File: config.mk
export PLATFORM = sky130hd
export DESIGN_NAME = sram_port
export DESIGN_NICKNAME = d
export VERILOG_FILES = /design/src/rtl/sram_port.sv
export SDC_FILE = /design/constraint.sdc
export NUM_CORES = 1
export LEC_CHECK = 0
export CAP_MARGIN = 10
export CORE_ASPECT_RATIO = 2
export CORE_UTILIZATION = 36
export CTS_CLUSTER_SIZE = 25
export DETAILED_ROUTE_END_ITERATION = 12
export PLACE_DENSITY = 0.86
export SETUP_SLACK_MARGIN = 0.1
export SKIP_LAST_GASP = 1
export SLEW_MARGIN = 20
export SYNTH_ARGS = -nofsm -noshare
export SYNTH_HDL_FRONTEND = slang
export SYNTH_SLANG_ARGS = --single-unit
export TNS_END_PERCENT = 1
File: constraint.sdc
create_clock -name clk_i -period 3.5 [get_ports clk_i]
set_input_delay 0.875 -clock clk_i [delete_from_list [all_inputs] [get_ports clk_i]]
set_output_delay 0.875 -clock clk_i [all_outputs]
set_load 0.01 [all_outputs]
File: src/rtl/sram_port.sv
// sram_port: load/store front-end for a synchronous-read block SRAM.
// It accepts one byte, half or word request at a time. Stores become SRAM
// writes with byte strobes and lane-replicated data. Loads wait out the
// SRAM's one-cycle read latency, and the returned lane is then sign- or
// zero-extended. Every request ends in a response that is held until the
// client takes it. A misaligned or illegal-size request is answered with
// an error and never drives the SRAM.
//
// Ports:
//   clk_i, rst_ni        clock, asynchronous active-low reset
//   req_*                request channel (valid/ready): we, addr, wdata, size, unsigned
//   rsp_*                response channel (valid/ready): rdata, err
//   sram_*               SRAM write (wvalid/awaddr/wdata/wstrb) and read (araddr/rdata)
//
// state  | meaning
// S_IDLE | no request outstanding, ready for a new one
// S_RD   | load address sampled by SRAM, capturing/formatting read data
// S_RSP  | response valid and held until rsp_ready_i
module sram_port #(
    parameter int ADDR_WIDTH = 32,
    parameter int DATA_WIDTH = 32
) (
    input  logic                  clk_i,
    input  logic                  rst_ni,
    input  logic                  req_valid_i,
    output logic                  req_ready_o,
    input  logic                  req_we_i,
    input  logic [ADDR_WIDTH-1:0] req_addr_i,
    input  logic [31:0]           req_wdata_i,
    input  logic [1:0]            req_size_i,
    input  logic                  req_unsigned_i,
    output logic                  rsp_valid_o,
    input  logic                  rsp_ready_i,
    output logic [31:0]           rsp_rdata_o,
    output logic                  rsp_err_o,
    output logic                  sram_wvalid_o,
    output logic [ADDR_WIDTH-1:0] sram_awaddr_o,
    output logic [31:0]           sram_wdata_o,
    output logic [3:0]            sram_wstrb_o,
    output logic [ADDR_WIDTH-1:0] sram_araddr_o,
    input  logic [31:0]           sram_rdata_i
);

    if (DATA_WIDTH != 32) begin : g_drc
        $fatal(1, "sram_port: DATA_WIDTH must be 32");
    end

    typedef enum logic [1:0] {
        S_IDLE = 2'd0,
        S_RD   = 2'd1,
        S_RSP  = 2'd2
    } state_t;

    state_t      r_state;
    logic        r_rsp_valid;
    logic [31:0] r_rdata;
    logic        r_err;
    logic [1:0]  r_off;
    logic [1:0]  r_size;
    logic        r_unsigned;

    logic        w_err;
    logic        w_accept;
    logic [1:0]  w_off;
    logic [31:0] w_wdata;
    logic [3:0]  w_wstrb;

    assign w_off = req_addr_i[1:0];

    always_comb begin
        w_err = 1'b0;
        case (req_size_i)
            2'd0:    w_err = 1'b0;
            2'd1:    w_err = w_off[0];
            2'd2:    w_err = (w_off != 2'd0);
            default: w_err = 1'b1;
        endcase
    end

    // In S_RSP, readiness follows rsp_ready_i combinationally so a new
    // request can be taken in the same cycle the response is transferred.
    always_comb begin
        req_ready_o = 1'b0;
        if (rst_ni) begin
            case (r_state)
                S_IDLE:  req_ready_o = 1'b1;
                S_RSP:   req_ready_o = rsp_ready_i;
                default: req_ready_o = 1'b0;
            endcase
        end
    end

    assign w_accept = req_valid_i && req_ready_o;

    always_comb begin
        w_wdata = req_wdata_i;
        w_wstrb = 4'b1111;
        case (req_size_i)
            2'd0: begin
                w_wdata = {4{req_wdata_i[7:0]}};
                w_wstrb = 4'b0001 << w_off;
            end
            2'd1: begin
                w_wdata = {2{req_wdata_i[15:0]}};
                w_wstrb = 4'b0011 << w_off;
            end
            default: begin
                w_wdata = req_wdata_i;
                w_wstrb = 4'b1111;
            end
        endcase
    end

    assign sram_wvalid_o = w_accept && req_we_i && !w_err;
    assign sram_awaddr_o = req_addr_i;
    assign sram_araddr_o = req_addr_i;
    assign sram_wdata_o  = w_wdata;
    assign sram_wstrb_o  = w_wstrb;

    function automatic logic [31:0] fmt_load(input logic [31:0] d,
                                             input logic [1:0]  off,
                                             input logic [1:0]  sz,
                                             input logic        uns);
        logic [7:0]  b;
        logic [15:0] h;
        logic [31:0] r;
        b = d[8*off +: 8];
        h = d[16*off[1] +: 16];
        case (sz)
            2'd0:    r = {{24{~uns & b[7]}}, b};
            2'd1:    r = {{16{~uns & h[15]}}, h};
            default: r = d;
        endcase
        return r;
    endfunction

    always_ff @(posedge clk_i or negedge rst_ni) begin
        if (!rst_ni) begin
            r_state     <= S_IDLE;
            r_rsp_valid <= 1'b0;
            r_rdata     <= 32'd0;
            r_err       <= 1'b0;
            r_off       <= 2'd0;
            r_size      <= 2'd0;
            r_unsigned  <= 1'b0;
        end else begin
            case (r_state)
                S_IDLE, S_RSP: begin
                    if (w_accept) begin
                        r_off      <= w_off;
                        r_size     <= req_size_i;
                        r_unsigned <= req_unsigned_i;
                        if (!req_we_i && !w_err) begin
                            r_state     <= S_RD;
                            r_rsp_valid <= 1'b0;
                        end else begin
                            r_state     <= S_RSP;
                            r_rsp_valid <= 1'b1;
                            r_rdata     <= 32'd0;
                            r_err       <= w_err;
                        end
                    end else if (r_state == S_RSP && rsp_ready_i) begin
                        r_state     <= S_IDLE;
                        r_rsp_valid <= 1'b0;
                    end
                end
                S_RD: begin
                    r_rdata     <= fmt_load(sram_rdata_i, r_off, r_size, r_unsigned);
                    r_err       <= 1'b0;
                    r_rsp_valid <= 1'b1;
                    r_state     <= S_RSP;
                end
                default: begin
                    r_state     <= S_IDLE;
                    r_rsp_valid <= 1'b0;
                end
            endcase
        end
    end

    assign rsp_valid_o = r_rsp_valid;
    assign rsp_rdata_o = r_rdata;
    assign rsp_err_o   = r_err;

endmodule
==> implementation parameters <==
Parameter                              Value

STA
  Part of the cycle the worst path needs    97.8%
  F_max    292 MHz
  Final Hold Slack    0.496 ns
  Final slew viol count    0
  Transition at the pin with the smallest max-transition slack    0.854 ns
  Setup violators final    0
  Hold Fails Final Rpt    0
  Clock period minus worst slack    3.42 ns
  Max-Slew Margin vs Limit    43.1%
  Setup Skew    0.00330 ns
  Setup repair after global routing missed its margin    yes

Drt
  Wirelength, routed    10600 microns
  DRT iter0 DRCs    151
  Average wire length per cell after detail routing    21.2 microns
  Via count    2774
  Final ANT Viol Nets    0
  DRC Markers    0
  Vias per cell    5.54
  Iteration count of the initial detailed-routing pass    5

Clocking
  H-tree lvl count    2
  TritonCTS buffer count    5
  Number of hold buffers added after CTS    0
  Number of gates resized after CTS    5
  Number of sinks handled by clock tree synthesis    40
  Clock buffer depth    2
  CTS root buf    clkbuf_16
  Clock tree from TritonCTS    built
  CTS clk-pin slew, worst paths    0.06 ns
  Latest clock arrival within the worst-skew pair    0.29 ns
  # Post-CTS Setup Buffers    0

Pwr
  Share of total power consumed by net switching    29.5%
  Clock power frac    31.5%
  Worst VDD drop    0.225 mV
  Pwr dens    408 nW/um^2
  Reported leakage power    1.83 nW
  Internal    0.00125 W
  Sequential fraction of design power    34.2%
  Part of the total power dissipated in combinational logic    34.2%
  Switching power total    0.000524 W

Global route
  Total routing usage reported by global routing    25.2%
  Global-route wire length before repair    15600 microns
  Number of global-route vias before repair    2888
  Antenna violations before repair    0
  Largest net degree at the start of global routing    41
  Final global-route overflow total    0

Logic synthesis
  Number of flip-flops and latches in the synthesized netlist    40
  Area share of the largest cell type after synthesis    33.4%
  Sequential fraction of the synthesis area    33.4%
  Synthesized netlist net count    422
  Leading post-synthesis cells by cell area    dfrtp_1, buf_4, mux2_2
  Post-synth top area cell    dfrtp_1
  Synth top cells by count    buf_4, dfrtp_1, o21ai_0
  Cell area after synthesis    3000 sq um
  Synthesis Warnings    0
  Post-synthesis async set-or-reset flop share    100%
  Most numerous cell in the Yosys netlist    buf_4
  Netlist cell types    34
  Number of instances in the synthesized netlist    318
  Synth Area per Inst    9.43 sq um
  Most frequently used flop master after synthesis    dfrtp_1
  Number of enable flip-flop cells after synthesis    0

Layout
  Final non-filler cell area    4360 sq um
  Proportion of layout cells with a drive suffix above 1    16.8%
  Layout net count    508
  Utilization after layout    54.4%
  Area growth from synthesis to final layout    45.3%
  Fill cell total of the finished layout    731
  Diode insertion count for antenna repair    0

Floorplanning
  Number of ports placed on the die boundary    240
  Area enclosed by the die boundary    8720 sq um
  Site row count    46
  Core region area    8000 sq um
  Starting density of the core    37.5%
  Y dimension of the die    131 microns
  Die boundary width    66.5 microns

Status
  Run status    complete, no violations

Critical path
  Required time of the critical path    2.62 ns
  Data arrival time of the worst path    2.55 ns
  CP startpoint kind    primary input
  Critical path peak fanout    7
  Startpoint-to-endpoint class of the critical path    primary input to output port
  Kind of end point of the critical path    output port

Min path
  Min-Delay Path Class    register to register

Run
  Max-cap violations    0

Place
  Placed standard-cell area    4160 sq um
  Routability congestion estimate from global placement    0.895
  Count of input and output buffers    149
  Half-perimeter wire length after placement    8780 microns
metrics by stage:
step	cells	setup TNS [ns]	worst slack [ns]	power (W)
after floorplan	318	0	0.741	0.000934
after global placement	493	0	0.0498	0.00121
after detailed placement	493	0	0.0168	0.00122
after CTS	501	0	0.0405	0.00178
after global routing	501	-0.00687	-0.00687	0.00186
final	501	0	0.0780	0.00178
registers in the layout, summed over array words and instances, names as in the netlist:
name	cells
r_off	2
rsp_rdata_o	32
rsp_err_o	1
r_size	2
r_unsigned	1
rsp_valid_o	1
r_state	1
path summary, 6_finish.rpt:
| check | startpoint | end | slack (ns) | depth (start not counted) |
|---|---|---|---|---|
| min in group asynchronous | rst_ni | r_size[0] | 0.74 | 2 |
| min reg2reg | rsp_rdata_o[0] | rsp_rdata_o[0] | 0.50 | 1 |
| max | req_size_i[0] | sram_wdata_o[11] | 0.08 | 6 |
| max in group asynchronous | rst_ni | r_off[0] | 2.41 | 2 |
| min | rsp_rdata_o[0] | rsp_rdata_o[0] | 0.50 | 1 |
| max reg2reg | r_off[1] | rsp_rdata_o[21] | 1.15 | 5 |
worst max-delay path, cell delays in order:
cell	delay [ns]
clkdlybuf4s50_1	0.39
buf_4	0.17
nor2_2	0.11
buf_4	0.18
mux2_2	0.35
clkdlybuf4s50_1	0.48
area by class of cell:
type / count / area [sq um] / area share, %
Inverter: 3 / 11.3 / 0.259
Multi-Input combinational cell: 182 / 1360 / 31.3
Sequential cell: 40 / 1000 / 23.0
Clock inverter: 1 / 30.0 / 0.689
Timing Repair Buffer: 172 / 1680 / 38.5
Tap cell: 96 / 120 / 2.76
Clock buffer: 7 / 153 / 3.50
cell usage in the layout, fill, tap and decap left out, types with 2 or more instances in the layout:
master,count
buf_4,21
a21oi_1,18
nand3b_1,9
a211o_1,14
nor2b_1,8
nand2_1,13
and4b_1,2
mux2i_1,8
clkdlybuf4s50_1,146
clkbuf_16,5
nand3_1,9
nand2b_1,5
a221o_2,10
a32o_1,2
inv_1,3
nor2_1,4
a221o_1,6
o21ai_0,24
o21bai_1,3
o2bb2ai_1,7
mux2_2,20
dfrtp_1,40
and2b_1,3
o21ai_1,4
clkbuf_8,2
per-layer routing:
layer	up-vias	wire [microns]	GRT usage (%)
met2	159	5680	46.5
li1	1255	-	-
met5	-	0	0
met3	56	940	6.31
met1	1304	3470	24.6
met4	0	522	14.6
power by group through the flow:
stage	registers [W]	clock network (W)	logic, W
2_1_floorplan	0.000596	0	0.000338
3_3_place_gp	0.000610	0	0.000599
3_5_place_dp	0.000614	0	0.000607
4_1_cts	0.000606	0.000568	0.000611
5_1_grt	0.000616	0.000589	0.000651
6_report	0.000608	0.000560	0.000608
logic make-up (layout without fill, tap and decap cells):
group / after synthesis / after routing / share of synthesized area [%]
buffers and inverters: 96 / 183 / 21.6
muxes: 29 / 29 / 10.5
DFF: 40 / 40 / 33.4
AOI/OAI and AO/OA: 93 / 93 / 22.9
and+or+nand+nor: 60 / 60 / 11.6
(Power assumes the default switching activity.)
